==> src/rtl/floating_div.sv <==
// floating_div: iterative IEEE-754 single-precision divider, restoring radix-2 mantissa divide, fixed 26-cycle start-to-done latency.
module floating_div #(
  parameter logic [31:0] QNAN = 32'h7FC00000
) (
  input  logic        clk,
  input  logic        rst_n,
  input  logic        start,
  input  logic [31:0] A,
  input  logic [31:0] B,
  output logic [31:0] out,
  output logic        done,
  output logic        busy
);
  typedef enum logic [1:0] {IDLE, DIV, PACK} state_t;
  state_t r_state, w_next;
  logic [4:0]  r_cnt;
  logic [25:0] r_rem;
  logic [23:0] r_div;
  logic [24:0] r_q;
  logic signed [9:0] r_exp;
  logic        r_sign, r_spec;
  logic [31:0] r_spec_val;
  logic [7:0]  w_ea, w_eb;
  logic [23:0] w_ma, w_mb;
  logic        w_za, w_zb, w_ia, w_ib, w_na, w_nb, w_adj, w_s;
  logic        w_nan, w_inf, w_zero;
  logic [31:0] w_spec_val, w_res;
  logic [9:0]  w_exp;
  logic [25:0] w_diff;
  logic        w_inc;
  logic [24:0] w_mr;
  logic signed [9:0] w_ef;
  assign busy = r_state != IDLE;
  always_comb begin
    w_ea   = A[30:23];
    w_eb   = B[30:23];
    w_ma   = {1'b1, A[22:0]};
    w_mb   = {1'b1, B[22:0]};
    w_za   = w_ea == 8'h00;
    w_zb   = w_eb == 8'h00;
    w_ia   = w_ea == 8'hFF && A[22:0] == 23'b0;
    w_ib   = w_eb == 8'hFF && B[22:0] == 23'b0;
    w_na   = w_ea == 8'hFF && A[22:0] != 23'b0;
    w_nb   = w_eb == 8'hFF && B[22:0] != 23'b0;
    w_s    = A[31] ^ B[31];
    w_adj  = w_ma < w_mb;
    w_exp  = {2'b0, w_ea} - {2'b0, w_eb} + 10'd127 - {9'b0, w_adj};
    w_nan  = w_na | w_nb | (w_za & w_zb) | (w_ia & w_ib);
    w_inf  = w_zb | w_ia;
    w_zero = w_za | w_ib;
    w_spec_val = w_nan ? QNAN : w_inf ? {w_s, 8'hFF, 23'b0} : {w_s, 31'b0};
  end
  // PACK: round-to-nearest-even on guard bit r_q[0] with remainder as sticky
  always_comb begin
    w_diff = r_rem - {2'b0, r_div};
    w_inc  = r_q[0] & ((r_rem != 26'b0) | r_q[1]);
    w_mr   = {1'b0, r_q[24:1]} + {24'b0, w_inc};
    w_ef   = r_exp + {9'b0, w_mr[24]};
    w_res  = r_spec ? r_spec_val :
             (w_ef >= 10'sd255) ? {r_sign, 8'hFF, 23'b0} :
             (w_ef <= 10'sd0) ? {r_sign, 31'b0} :
             {r_sign, w_ef[7:0], w_mr[22:0]};
  end
  always_comb begin
    w_next = r_state == IDLE ? (start ? DIV : IDLE) :
             r_state == DIV  ? (r_cnt == 5'd24 ? PACK : DIV) : IDLE;
  end
  always_ff @(posedge clk or negedge rst_n) begin
    if (!rst_n) r_state <= IDLE;
    else r_state <= w_next;
  end
  always_ff @(posedge clk or negedge rst_n) begin
    if (!rst_n) begin
      out        <= 32'b0;
      done       <= 1'b0;
      r_cnt      <= 5'b0;
      r_rem      <= 26'b0;
      r_div      <= 24'b0;
      r_q        <= 25'b0;
      r_exp      <= 10'sd0;
      r_sign     <= 1'b0;
      r_spec     <= 1'b0;
      r_spec_val <= 32'b0;
    end else begin
      done <= 1'b0;
      if (r_state == IDLE && start) begin
        r_sign     <= w_s;
        r_spec     <= w_nan | w_inf | w_zero;
        r_spec_val <= w_spec_val;
        r_exp      <= w_exp;
        r_rem      <= w_adj ? {1'b0, w_ma, 1'b0} : {2'b0, w_ma};
        r_div      <= w_mb;
        r_q        <= 25'b0;
        r_cnt      <= 5'b0;
      end else if (r_state == DIV) begin
        r_rem <= w_diff[25] ? {r_rem[24:0], 1'b0} : {w_diff[24:0], 1'b0};
        r_q   <= {r_q[23:0], ~w_diff[25]};
        r_cnt <= r_cnt + 5'd1;
      end else if (r_state == PACK) begin
        out  <= w_res;
        done <= 1'b1;
      end
    end
  end
endmodule

==> config.mk <==
export PLATFORM = sky130hd
export DESIGN_NAME = floating_div
export DESIGN_NICKNAME = d
export VERILOG_FILES = /design/src/rtl/floating_div.sv
export SDC_FILE = /design/constraint.sdc
export NUM_CORES = 1
export LEC_CHECK = 0
export BUFFER_PORTS_ARGS = -buffer_cell sky130_fd_sc_hd__buf_4
export CORE_MARGIN = 2
export CORE_UTILIZATION = 42
export DETAILED_ROUTE_END_ITERATION = 16
export SLEW_MARGIN = 20
export SYNTH_ARGS = -nofsm -noshare
export SYNTH_HDL_FRONTEND = slang
export SYNTH_SLANG_ARGS = --single-unit
==> constraint.sdc <==
create_clock -name clk -period 5.2 [get_ports clk]
set_clock_uncertainty 0.05 [all_clocks]
set_input_delay 1.04 -clock clk [delete_from_list [all_inputs] [get_ports clk]]
set_output_delay 1.04 -clock clk [all_outputs]
set_load 0.02 [all_outputs]
==> impl_metrics.ini <==
[power]
intPower_mw = 3.60
p_leak_nw = 4.82
switching_share_pct = 43.4
seq_power_share_pct = 27.6
p_clk_share_pct = 18.3
p_comb_share_pct = 54.1
vdd_drop_max_v = 0.000319
power.density_nw_per_um2 = 613
power.switching_mw = 2.75

[run_status]
status = finished, final reports clean

[floorplan]
row_count = 52
die-area_um2 = 22000
fp.dieH_um = 148
die-width_um = 148
start_util_pct = 43.1
io_pins = 101
core_um2 = 20300

[global_routing]
grt_pass1_wl_um = 37400
first_global_vias = 7335
grt_usage_pct = 21.3
grt_max_degree = 90
antenna_found_initial = 0
grt_remaining_overflow = 0

[clock_network]
cts_tree = done
clock_latency_ns = 0.42
clk_path_buf_depth = 2
clock_sinks = 130
clkSlewWorstSetupHoldPaths_ns = 0.06
cts_resized = 0
cts_setup_buffers = 0
cts_buffers = 17
root_buffer = clkbuf_16
holdBufCountCts = 0
htree_levels = 4

[worst_setup_path]
path_class = register to register
r2r_slack_ns = 1.07
cp.arrival_ns = 4.44
cp_max_fo = 5
critPathRequiredTime_ns = 5.51
end_kind = register
reg2reg_depth = 16
r2r-end = out[28]$_DFFE_PN0P_
start_kind = register
r2r_start = r_q[0]$_DFFE_PN0P_

[timing]
relSlewSlack_pct = 32.6
timing.setup.tns_ns = 0
finalHoldViolations = 0
min_period_over_period_pct = 79.4
grt_setup_unrepaired = no
period_needed_ns = 4.13
max_freq_ghz = 0.242
finalSetupViolCount = 0
final_max_slew_viol_count = 0
tightest_slew_ns = 1.01

[logic_synthesis]
ys_warn_count = 0
synth_area_um2 = 8740
ys.flop_type = dfrtp_1
postSynth.asyncResetShare_pct = 100
synth_nets = 1177
synthCells = 1040
synth-seq-area-share_pct = 37.2
synth-seq-cells = 130
synth_edf_count = 0
avgSynthCellArea_um2 = 8.41
synth.distinct_cells = 69

[final_layout]
final_area_um2 = 10300
drive_gt1_share_pct = 14.7
area_growth_syn_to_layout_pct = 18.4
final_nets = 1262
final_cell_mix = nand2_1 (177), dfrtp_1 (130), buf_4 (109)
diodes = 0
fillers = 1991
final_common_cell = nand2_1

[placed_design]
portBuffers = 100
place_area_um2 = 9780
gp_congestion = 0.857
place_hpwl_um = 16600

[detailed_routing]
dr.first_iter.drc_count = 385
viasPerCell = 5.38
drc = 0
avgRoutedWirePerCell_um = 16.1
drtPass1Iterations = 4
ant_nets = 0
drt-total-wl_um = 22600
vias = 7564

[hold_path]
hp-class = register to register
hold_depth = 2
min_from = r_div[23]$_DFFE_PN0P_
hold_path_end = r_div[23]$_DFFE_PN0P_

[flow_run]
maxCapViolations = 0
final cells by class:
| cell class | instances | area (µm²) | area share, % |
|---|---|---|---|
| Timing Repair Buffer | 111 | 850 | 8.21 |
| Tap cell | 270 | 338 | 3.26 |
| Clock inverter | 11 | 106 | 1.03 |
| Clock buffer | 20 | 467 | 4.51 |
| Sequential cell | 130 | 3250 | 31.4 |
| Multi-Input combinational cell | 788 | 5050 | 48.8 |
| Inverter | 77 | 289 | 2.79 |
sequential cells by signal (all words and copies together), names as in the netlist:
name	cells
out	32
r_rem	26
r_q	25
r_div	24
r_exp	10
r_cnt	5
r_spec_val	3
r_state	2
done	1
r_sign	1
r_spec	1
metal layers:
layer | global-route usage (%) | part of all wire (%)
met5 | 0 | 0
met4 | 6.62 | 1.5
met3 | 3.53 | 3.6
met2 | 34.3 | 46
met1 | 29.5 | 49
power by group through the flow:
stage | Clock (mW) | Sequential (mW) | Combinational [mW]
6_report | 1.16 | 1.75 | 3.43
5_1_grt | 1.23 | 1.82 | 3.88
4_1_cts | 1.19 | 1.75 | 3.43
3_5_place_dp | 0 | 1.77 | 3.41
3_3_place_gp | 0 | 1.76 | 3.37
2_1_floorplan | 0 | 1.67 | 2.74
cell families (layout without fill, tap and decap cells):
kind of cell	Yosys count	after routing	synth area share (%)
AO/OA/AOI/OAI	267	267	19.6
XOR/XNOR	58	58	5.81
adder cells (fa/ha/maj)	70	70	10.3
buffers and inverters	122	219	5.40
flip-flops	130	130	37.2
multiplexers	17	17	2.00
AND/OR/NAND/NOR	376	376	19.7
metrics by stage:
step / utilization, % / setup WS [ns] / std cells / total power [mW] / hold WS (ns)
2_1_floorplan: - / 0.857 / 1040 / 4.41 / 0.368
3_3_place_gp: 48.2 / 0.876 / 1376 / 5.14 / 0.381
3_5_place_dp: 48.2 / 0.761 / 1376 / 5.17 / 0.392
4_1_cts: 51.0 / 1.01 / 1407 / 6.37 / 0.406
5_1_grt: 51.0 / 0.631 / 1407 / 6.92 / 0.444
6_report: 51.0 / 1.07 / 1407 / 6.35 / 0.397
critical path: stages (launching register included):
cell and delay (ns):
dfrtp_1 0.39, and2_1 0.17, ha_1 0.26, and3_1 0.18, nand3_1 0.17, nor2_1 0.35, and3_1 0.26, and3_1 0.17
ha_1 0.21, ha_1 0.27, xor2_1 0.26, nand3_1 0.11, o41ai_1 0.34, a21oi_1 0.15, nor4_1 0.29, or3_1 0.23
o221a_2 0.21
worst max path at each step:
| stage | endpoint | cells past startpoint | startpoint |
|---|---|---|---|
| finish | out[28]$_DFFE_PN0P_ | 16 | r_q[0]$_DFFE_PN0P_ |
| floorplan | r_exp[7]$_DFFE_PN0P_ | 19 | B[2] |
| global route | out[23]$_DFFE_PN0P_ | 17 | r_q[0]$_DFFE_PN0P_ |
| global placement | r_exp[7]$_DFFE_PN0P_ | 17 | A[17] |
| detailed placement | r_exp[9]$_DFFE_PN0P_ | 17 | A[7] |
| CTS | out[2]$_DFFE_PN0P_ | 16 | r_q[0]$_DFFE_PN0P_ |
cells in the mapped netlist (all sizes together), types with 3 or more instances:
master   instances  area (µm²)
o211ai           5        37.5
o31ai            4        35.0
o221a            4        45.0
or2              3        18.8
buf             15        70.1
nand2b           6        37.5
inv             77         289
o22ai            3        18.8
mux2i           13         130
dfrtp          130        3250
nor2            53         199
nand3           41         205
a21o            18         135
o21ai          108         541
nand4           14        87.6
or3              3        18.8
clkbuf          30         113
a221o            3        30.0
a211oi          14         105
fa               3        60.1
and3            16         100
and2             6        37.5
nor2b            5        31.3
ha              67         838
mux2             4        45.0
o21bai           7        52.6
a311oi          10        87.6
nor4            18         113
xor2            29         254
nor3            27         145
a21oi           51         263
a31oi           10        62.6
nand2          177         664
xnor2           29         254
or4              4        30.0
o2111ai          3        32.5
Power figures use the tool's default switching activity.
